[config.mk]
export PLATFORM = sky130hd
export DESIGN_NAME = mem_access
export DESIGN_NICKNAME = d
export VERILOG_FILES = /design/src/rtl/mem_access.sv
export SDC_FILE = /design/constraint.sdc
export NUM_CORES = 1
export LEC_CHECK = 0
export BUFFER_PORTS_ARGS = -buffer_cell sky130_fd_sc_hd__clkbuf_2
export CAP_MARGIN = 20
export CORE_AREA = 2 2 160 162
export CTS_CLUSTER_DIAMETER = 50
export DETAILED_ROUTE_END_ITERATION = 12
export DIE_AREA = 0 0 162 164
export PLACE_DENSITY_LB_ADDON = 0.15
export REMOVE_ABC_BUFFERS = 1
export SYNTH_ARGS = -nofsm -noshare
export SYNTH_HDL_FRONTEND = slang
export SYNTH_SLANG_ARGS = --single-unit
export TNS_END_PERCENT = 20
[constraint.sdc]
create_clock -name clk -period 3 [get_ports clk]
set_input_delay 0.45 -clock clk [delete_from_list [all_inputs] [get_ports clk]]
set_output_delay 0.45 -clock clk [all_outputs]
set_load 0.02 [all_outputs]
[src/rtl/mem_access.sv]
// mem_access: memory-stage data-bus access unit.
//
// Takes the memory-stage instruction once the misalignment checker has
// produced is_exception. For each access it issues one data-bus request
// (store strobes and lane-shifted data, or a load). It holds the pipeline
// with stall until the bus answers. For loads it returns an aligned,
// sign- or zero-extended result to writeback. Faulting or non-memory
// instructions pass through with no bus activity.
//
// Ports
//   clk, reset         clock, synchronous active-high reset
//   in_valid           memory-stage instruction valid this cycle
//   addr[63:0]         effective address (forwarded unmodified)
//   memread/memwrite   load / store (never both)
//   msize[1:0]         0=1B, 1=2B, 2=4B, 3=8B
//   mem_unsigned       zero-extend the load result
//   wdata[63:0]        right-aligned store data
//   is_exception       misaligned access; suppresses the bus access
//   flush              kill the current memory-stage instruction
//   dreq_*             bus request (valid/addr/size/strobe/data)
//   dresp_data_ok      bus completion
//   dresp_data[63:0]   raw 8-byte read lane
//   stall              hold the memory stage and everything upstream
//   done               one-cycle completion pulse
//   rdata[63:0]        extended load result, valid with done
//   state_o[1:0]       FSM state for observation (0 IDLE, 1 REQ, 2 DONE)
//
// Handshake: a request is presented while dreq_valid is high. All dreq_*
// fields stay stable until the cycle in which dresp_data_ok is sampled
// high. The bus never aborts, so a flushed request still waits for its
// completion and is then discarded.
module mem_access (
    input  logic        clk,
    input  logic        reset,
    input  logic        in_valid,
    input  logic [63:0] addr,
    input  logic        memread,
    input  logic        memwrite,
    input  logic [1:0]  msize,
    input  logic        mem_unsigned,
    input  logic [63:0] wdata,
    input  logic        is_exception,
    input  logic        flush,
    output logic        dreq_valid,
    output logic [63:0] dreq_addr,
    output logic [1:0]  dreq_size,
    output logic [7:0]  dreq_strobe,
    output logic [63:0] dreq_data,
    input  logic        dresp_data_ok,
    input  logic [63:0] dresp_data,
    output logic        stall,
    output logic        done,
    output logic [63:0] rdata,
    output logic [1:0]  state_o
);

    localparam logic [1:0] MSIZE1 = 2'd0;
    localparam logic [1:0] MSIZE2 = 2'd1;
    localparam logic [1:0] MSIZE4 = 2'd2;
    localparam logic [1:0] MSIZE8 = 2'd3;

    typedef enum logic [1:0] {
        S_IDLE = 2'd0,
        S_REQ  = 2'd1,
        S_DONE = 2'd2
    } state_e;

    state_e      state_q, state_d;
    logic        killed_q, killed_d;
    logic [63:0] addr_q, addr_d;
    logic [1:0]  size_q, size_d;
    logic [7:0]  strobe_q, strobe_d;
    logic [63:0] data_q, data_d;
    logic        unsigned_q, unsigned_d;
    logic        read_q, read_d;
    logic [63:0] rdata_q, rdata_d;

    logic        launch;
    logic [7:0]  base_strobe;
    logic [7:0]  strobe_new;
    logic [63:0] store_data;
    logic [63:0] load_sh;
    logic [63:0] load_ext;
    logic        sign_bit;

    assign launch = in_valid & (memread | memwrite) & ~is_exception & ~flush
                    & (state_q == S_IDLE);

    // Store lane preparation from the live inputs (used only on launch).
    always_comb begin
        base_strobe = 8'h01;
        case (msize)
            MSIZE1:  base_strobe = 8'h01;
            MSIZE2:  base_strobe = 8'h03;
            MSIZE4:  base_strobe = 8'h0F;
            MSIZE8:  base_strobe = 8'hFF;
            default: base_strobe = 8'h01;
        endcase
        strobe_new = base_strobe << addr[2:0];
        store_data = wdata << {addr[2:0], 3'b000};
    end

    // Load alignment uses the latched address and size; the response lane
    // is only consumed while in REQ.
    always_comb begin
        load_sh  = dresp_data >> {addr_q[2:0], 3'b000};
        sign_bit = 1'b0;
        load_ext = load_sh;
        case (size_q)
            MSIZE1: begin
                sign_bit = ~unsigned_q & load_sh[7];
                load_ext = {{56{sign_bit}}, load_sh[7:0]};
            end
            MSIZE2: begin
                sign_bit = ~unsigned_q & load_sh[15];
                load_ext = {{48{sign_bit}}, load_sh[15:0]};
            end
            MSIZE4: begin
                sign_bit = ~unsigned_q & load_sh[31];
                load_ext = {{32{sign_bit}}, load_sh[31:0]};
            end
            default: begin
                sign_bit = 1'b0;
                load_ext = load_sh;
            end
        endcase
    end

    always_comb begin
        state_d    = state_q;
        killed_d   = killed_q;
        addr_d     = addr_q;
        size_d     = size_q;
        strobe_d   = strobe_q;
        data_d     = data_q;
        unsigned_d = unsigned_q;
        read_d     = read_q;
        rdata_d    = rdata_q;
        case (state_q)
            S_IDLE: begin
                if (launch) begin
                    addr_d     = addr;
                    size_d     = msize;
                    strobe_d   = memwrite ? strobe_new : 8'h00;
                    data_d     = memwrite ? store_data : 64'd0;
                    unsigned_d = mem_unsigned;
                    read_d     = memread;
                    killed_d   = 1'b0;
                    state_d    = S_REQ;
                end
            end
            S_REQ: begin
                if (flush) begin
                    killed_d = 1'b1;
                end
                if (dresp_data_ok) begin
                    killed_d = 1'b0;
                    // A flush arriving together with the completion also kills.
                    if (killed_q | flush) begin
                        state_d = S_IDLE;
                    end else begin
                        state_d = S_DONE;
                        if (read_q) begin
                            rdata_d = load_ext;
                        end
                    end
                end
            end
            S_DONE: begin
                // The same instruction is still on the inputs, so never launch here.
                state_d = S_IDLE;
            end
            default: begin
                state_d = S_IDLE;
            end
        endcase
    end

    always_ff @(posedge clk) begin
        if (reset) begin
            state_q    <= S_IDLE;
            killed_q   <= 1'b0;
            addr_q     <= 64'd0;
            size_q     <= MSIZE1;
            strobe_q   <= 8'h00;
            data_q     <= 64'd0;
            unsigned_q <= 1'b0;
            read_q     <= 1'b0;
            rdata_q    <= 64'd0;
        end else begin
            state_q    <= state_d;
            killed_q   <= killed_d;
            addr_q     <= addr_d;
            size_q     <= size_d;
            strobe_q   <= strobe_d;
            data_q     <= data_d;
            unsigned_q <= unsigned_d;
            read_q     <= read_d;
            rdata_q    <= rdata_d;
        end
    end

    assign dreq_valid  = (state_q == S_REQ);
    assign dreq_addr   = addr_q;
    assign dreq_size   = size_q;
    assign dreq_strobe = strobe_q;
    assign dreq_data   = data_q;
    assign stall       = launch | (state_q == S_REQ);
    assign done        = (state_q == S_DONE);
    assign rdata       = rdata_q;
    assign state_o     = state_q;

endmodule

* Word level (Yosys, flattened, before mapping)
Index checks and enable logic that the tools add are counted.
** Word-level totals
- Register bits :: 207
- Bits of input ports :: 203
- Output and inout port bits :: 207
** Operators by class
- Equal/unequal tests :: 10
- Shifts and indexed selects :: 3
- Mux-type cells :: 12
- Bitwise logic cells :: 14
- Reductions and logical operators :: 8
** Operators by type and width (count)
- $pmux 64 s3 :: 1
- $mux 64 :: 1
- $shl 64x6->64 :: 1
- $shr 64x6->64 :: 1
- $pmux 8 s4 :: 1
- $eq 2x2->1 const B :: 4
- $mux 8 :: 1
- $shl 8x3->8 :: 1
- $and 1x1->1 :: 7
- $eq 2x1->1 const B :: 3
- $logic_not 2->1 :: 3
- $mux 2 :: 3
- $not 1->1 :: 4
- $pmux 2 s2 :: 1
- $reduce_and 2->1 :: 2
- $reduce_and 4->1 :: 1
- $mux 1 :: 3
- $ne 3x2->1 const B :: 1
- $or 1x1->1 :: 3
- $reduce_and 3->1 :: 1
- $ne 2x1->1 const B :: 1
- $ne 2x2->1 const B :: 1
- $pmux 1 s2 :: 1
- $reduce_bool 2->1 :: 1

* Logic depth before layout (Yosys ltp)
Gate-level depths: netlist of the first run.
- Depth after elaboration :: 7
- Depth in mapped cells :: 8

* Worst setup path after synthesis of the first run
No wires, ideal clock.
- Path kind :: in2reg
- Start :: input addr[0]
- End :: register data_q[57], in the netlist dreq_data[57]
- Library setup time :: 128 ps
- Arrival time :: 1890 ps
- Required time :: 2872 ps
- Setup slack :: 982 ps
- Stages on the path :: 6
- Path buffers :: 2
- Path through :: buf_2 buf_2 mux4_2 mux2_2 a22oi_1 nor2_1
** Between the ends
- Word-level cells in the longest chain between the ends :: 2
** RTL lines
- start: declaration :: line 36 : input logic [63:0] addr,
- $shl 64x6->64 :: line 100 : store_data = wdata << {addr[2:0], 3'b000};
- $mux 64 :: line 145 : data_d = memwrite ? store_data : 64'd0;
- end signal: assignment :: line 196 : data_q <= data_d;
- end: declaration :: line 73 : logic [63:0] data_q, data_d;
No other way between the ends.
A chain may end at the register's enable or synchronous reset.

* Worst setup path after layout of the first run
- Start :: register addr_q[0], in the netlist dreq_addr[0]
- End :: output dreq_addr[0]
** RTL lines
- start: declaration :: line 70 : logic [63:0] addr_q, addr_d;
- start signal: assignment :: line 193 : addr_q <= addr_d;
- end: declaration :: line 45 : output logic [63:0] dreq_addr,
No word-level cell between the ends.

==> metrics.txt, run 1 <==
Resized Gates After CTS 0; drt pass-1 iters 5; crit path kind flip-flop to primary output; Rows 58; top_reg_cell synth dfxtp_1; synth unique cells 52; Switch Pwr 1.93 mW; pwr dens 513 mW/mm2; nets 1806; CTS Buffer Depth 3; Synth area leader dfxtp_1; HP Start addr[27]; total clock sinks 207; WP data arrival 2.05 ns; Final Setup Violations 0; Clock power frac 48.6%; Seq/Total Area, Yosys 37.5%; max-cap violations 0; first-pass GRT wire length 56.4 mm; reg2reg end rdata[25]$_SDFFE_PP0P_; skew final 0.0255 ns; area of the multi-input gates 0.00636 mm2; I/O Pins 410; detailed-route via count 10900; Fmax 399 MHz; VDD IR max 0.391 mV; sequential cell area 0.00415 mm2; GPL Wtd Cong 0.881; GRT Total Usage 26.3%; post-DP HPWL 25.9 mm; initial antenna violation count 0; post-DR vias/cell 5.56; vias in the first global route 10200; Critical Path, Cell by Cell buf_4 -> clkbuf_2; largest net degree at the start of global routing 78; dpl ws 0.621 ns; R2R setup slack 0.61 ns; Die Area 0.0266 mm2; outcome completed; proportion of layout cells with a drive suffix above 1 39.0%; Yosys warning total 0; synth top area cells dfxtp_1 38%, mux2i_1 8.2%, mux4_2 7.9%, nand2_1 6.3%, nor2_1 6.2%; DP Cell Count 1900; Hold Crit Class primary input to flip-flop; setup ws final 0.495 ns; endpoints failing hold 0; clk_lat worst skew 0.55 ns; H-tree depth 1; CP required 2.55 ns; Antenna diodes 0; CTS buffer count 31; most instantiated library cell after synthesis dfxtp_1; switching share of power 26.1%; DRC viols 0; initial core utilization 44.5%; FF-to-FF path depth 5; Total Power 7.38 mW; Worst Path Max Fanout 64; area share of the largest cell type after synthesis 37.5%; CTS tree yes; fin crit share 83.5%; Syn Area/Cell 8.87 um2; Post-synth EDFFs 0; Mapped Area 0.0110 mm2; cells after synthesis 1245; cts hold-fix bufs 0; Hold Path End dreq_addr[27]$_SDFFE_PP0P_; cell-internal power 5.45 mW; Final min period 2.50 ns; post-layout util 58.0%; Leakage 5.94 nW; reg-to-reg critical path startpoint dreq_addr[1]$_SDFFE_PP0P_; core area 0.0248 mm2; Area Growth Syn to Fin 30.2%; Synth Register Bits 207; clk slew on worst S/H paths 0.06 ns; setup bufs post-CTS 0; Flop pwr share 38.3%; Hold Path Stages 3; drt wl/cell 19.0 um; RSZ-0062 raised after global routing false; measured slew at the worst slew-check pin 0.974 ns; Root Driver clkbuf_16; Iteration-0 DRC Markers 862; final wirelength 37.2 mm; Max Slew Vio Count 0; number of port buffers 409; Crit. End Element primary output; Antenna Nets Post-Route 0; Post-synth top cells 207 x dfxtp_1, 185 x nand2_1, 183 x nor2_1; share of power burned in combinational logic 13.1%; die width 162 um; Post-synth ARST share 0%; CP max-delay cell buf_4; Overflow after GRT 0; Worst setup SP type flip-flop; CP peak stage delay 0.68 ns; Fill cells 2335; die height 164 um; max-slew headroom at the worst pin 35.0%; Final Non-Filler Cells 1957
## per-stage QoR
step | hold WS (ns) | instance area (um2) | TNS (ns)
5_1_grt | 0.0942 | 14400 | 0
3_3_place_gp | 0.440 | 13300 | 0
4_1_cts | 0.0915 | 14400 | 0
3_5_place_dp | 0.447 | 13300 | 0
2_1_floorplan | 0.444 | 10500 | -497.14
6_report | 0.115 | 14400 | 0
## cell families after synthesis
kind of cell           count (synthesis)  share of synthesized area, %
multiplexers                         170                          20.3
buffers and inverters                129                          5.17
AO/OA/AOI/OAI                        295                          20.3
AND/OR/NAND/NOR                      444                          16.7
flip-flops                           207                          37.5
## metal layers
layer / GRT usage, % / up-vias / share of wire [%]
met3: 6.09 / 54 / 8.2
met2: 43.6 / 435 / 48
met1: 34.1 / 5209 / 42
met5: 0 / - / 0
met4: 8.65 / 0 / 2.2
li1: - / 5191 / -
## cells in the final DEF (no fill, tap or decap), types with 4 or more instances in the layout
| master | n |
|---|---|
| nand2b_1 | 14 |
| dfxtp_1 | 204 |
| nor2b_1 | 14 |
| a2bb2oi_1 | 10 |
| buf_12 | 5 |
| a211oi_1 | 22 |
| o21ai_0 | 4 |
| mux2i_1 | 90 |
| nor3_1 | 25 |
| nor2_1 | 182 |
| a22oi_1 | 56 |
| clkinv_2 | 4 |
| a311oi_2 | 4 |
| mux2_2 | 39 |
| o22ai_1 | 18 |
| a211oi_2 | 36 |
| a221o_1 | 7 |
| nand2_1 | 185 |
| nand3_1 | 9 |
| inv_1 | 9 |
| a311oi_1 | 7 |
| mux4_2 | 39 |
| a21oi_1 | 104 |
| clkinvlp_4 | 4 |
| clkbuf_16 | 31 |
| o2bb2ai_1 | 10 |
| clkbuf_2 | 407 |
| buf_4 | 31 |
| clkbuf_8 | 7 |
## state kept, by name, indices dropped and copies added, names as in the netlist
signal / cells
dreq_size: 2
rdata: 64
dreq_addr: 64
killed_q: 1
dreq_strobe: 8
state_o: 2
read_q: 1
dreq_data: 64
unsigned_q: 1
## worst max path at each step
stage,cells past startpoint,end,startpoint
after global placement,6,dreq_data[49]$_SDFFE_PP0P_,addr[0]
after floorplan,4,dreq_strobe[5]$_SDFFE_PP0P_,memread
after global routing,5,stall,state_o[0]$_SDFFE_PP0P_
after detailed placement,6,dreq_strobe[7]$_SDFFE_PP0P_,flush
after CTS,5,stall,state_o[1]$_SDFFE_PP0P_
final,2,dreq_addr[0],dreq_addr[0]$_SDFFE_PP0P_
## power groups by stage
stage	combinational (mW)	clock [mW]	sequential, mW
2_1_floorplan	0.436	0	2.94
3_3_place_gp	0.951	0	2.88
3_5_place_dp	0.959	0	2.88
4_1_cts	0.966	3.66	2.82
5_1_grt	1.05	3.79	2.83
6_report	0.969	3.59	2.82
## critical path: cells and delay by family (launching register included)
| kind | cells | cell delay [ns] |
|---|---|---|
| DFF | 1 | 0.46 |
| buffers and inverters | 2 | 0.98 |
## area by class of cell
class	instances	area share, %
clock buffers	41	6.14
flip-flops and latches	207	28.9
multi-input cells	909	44.2
repair buffers	444	16.6
well taps	330	2.87
clock inverters	16	1.11
inverters	10	0.261
No activity file was read; power rests on OpenSTA's default activity.
==> run 2, diff against run 1 <==
CORE_AREA = not set   (was 2 2 160 162)
CORE_ASPECT_RATIO = 0.75   (was not set)
CORE_MARGIN = 2   (was not set)
CORE_UTILIZATION = 45   (was not set)
DIE_AREA = not set   (was 0 0 162 164)
clock period = 2.11 ns   (was 3 ns; I/O delays follow)
==> metrics.txt, run 2 (synthesis gave the netlist of run 1 again) <==
outcome completed; CTS Buffer Depth 3; Final min period 2.03 ns; DP Area 0.0136 mm2; Fmax 492 MHz; HP Start addr[63]; Overflow after GRT 0; DRC viols 0; post-DR vias/cell 5.60; fin crit share 96.4%; endpoints failing hold 0; total clock sinks 207; Root Driver clkbuf_16; Iteration-0 DRC Markers 850; initial core utilization 46.0%; Die Area 0.0258 mm2; post-DP HPWL 27.3 mm; Fin Setup TNS 0 ns; busiest grt layer met2; most frequent cells in the layout 406 x clkbuf_2, 204 x dfxtp_1, 185 x nand2_1; vias in the first global route 11000; Rows 49; number of port buffers 409; Worst setup SP type flip-flop; H-tree depth 1; initial antenna violation count 2; crit path kind flip-flop to flip-flop; Hold Crit Class primary input to flip-flop; reg-to-reg critical path startpoint dreq_addr[0]$_SDFFE_PP0P_; Fill cells 2062; Design Area, Final 0.0150 mm2; final wirelength 38.7 mm; proportion of layout cells with a drive suffix above 1 38.1%; Hold Path End dreq_addr[63]$_SDFFE_PP0P_; RSZ-0062 raised after global routing false; clk slew on worst S/H paths 0.06 ns; first-pass GRT wire length 59.7 mm; Worst Path Max Fanout 16; drt wl/cell 19.1 um; pwr dens 655 mW/mm2; GRT met3 Usage 6.18%; Final Setup Violations 0; CTS tree yes; CP required 2.53 ns; GRT Total Usage 28.8%; CTS buffer count 24; largest net degree at the start of global routing 93; reg2reg end rdata[19]$_SDFFE_PP0P_; DP Cell Count 1924; Total Power 9.84 mW; skew final 0.0178 ns; Leakage 6.22 nW; FF-to-FF path depth 7; drt pass-1 iters 5; die height 140 um; WP data arrival 2.46 ns; Crit. End Element flip-flop; nets 1878; detailed-route via count 11300; sequential cell area 0.00415 mm2; VDD IR max 0.667 mV; Hold Path Stages 3; max-slew headroom at the worst pin 35.5%; post-layout util 62.5%; Antenna Nets Post-Route 0; GRT met1 Usage 37.6%; R2R setup slack 0.08 ns; M2 GR Usage 46.5%; max-cap violations 0; core area 0.0240 mm2; I/O Pins 410; Area Growth Syn to Fin 35.9%; commonest non-fill, non-tap cell in the layout clkbuf_2; clk_lat worst skew 0.54 ns; Max Slew Vio Count 0; Final Non-Filler Cells 2025; area of the multi-input gates 0.00636 mm2; GPL Wtd Cong 0.901; measured slew at the worst slew-check pin 0.966 ns; die width 185 um
[run 2: cell types whose count changed in the layout (fill, tap and decap cells not counted), moves of 2 or more]
cell           before  now
dlygate4sd3_1       0   54
buf_4              31   47
buf_12              5   12
clkbuf_16          31   25
clkbuf_8            7    4
clkinv_2            4    2
clkinvlp_4          4    2
diode_2             0    2
inv_6               3    1
[run 2: report_power, final]
part	leakage [nW]	internal, mW	switching, mW
sequential	1.67	3.97	0.0390
combinational	4.15	0.700	0.822
clock	0.399	2.52	1.79
total	6.22	7.19	2.65
[run 2: how the worst max path moves through the flow]
stage,from,endpoint,cells after the start
2_1_floorplan,memread,dreq_strobe[5]$_SDFFE_PP0P_,4
3_3_place_gp,dreq_addr[1]$_SDFFE_PP0P_,rdata[63]$_SDFFE_PP0P_,6
3_5_place_dp,dreq_addr[1]$_SDFFE_PP0P_,rdata[63]$_SDFFE_PP0P_,6
4_1_cts,dreq_addr[0]$_SDFFE_PP0P_,dreq_addr[0],2
5_1_grt,state_o[1]$_SDFFE_PP0P_,stall,6
6_report,dreq_addr[0]$_SDFFE_PP0P_,rdata[19]$_SDFFE_PP0P_,7
[run 2: area by class of cell]
cell class | instances | area share (%)
tap | 331 | 2.76
inverter | 10 | 0.250
timing repair buffer | 523 | 21.4
clock buffer | 32 | 4.47
multi-input combinational | 909 | 42.4
clock inverter | 11 | 1.07
sequential | 207 | 27.6
antenna | 2 | 0.0333
[run 2: metal layers]
layer	routed length (um)	vias to the layer above
met2	18000	484
met4	1470	0
met3	3100	88
met1	16200	5419
li1	-	5354
met5	0	-
[run 2: critical path: stages (launching register included)]
cell and delay (ns):
dfxtp_2 0.47, or2_1 0.22, o22ai_2 0.13, nor4_4 0.30
buf_4 0.29, a31oi_4 0.06, buf_12 0.19, a311oi_1 0.26
[run 2: repair_timing]
action,CTS,global route
hold endpoints to repair,52,2
setup endpoints to repair,1,11
resized for setup,0,3
setup buffers,1,0
cloned,0,1
hold buffers,52,2
pin swaps,0,0
[run 2: stage by stage]
step	hold WS (ns)	setup WS (ns)
final	0.00750	0.0765
after global routing	0.00203	0.00429
after CTS	0.000330	0.0227
after detailed placement	0.446	0.110
after global placement	0.440	0.127
after floorplan	0.381	-4.04
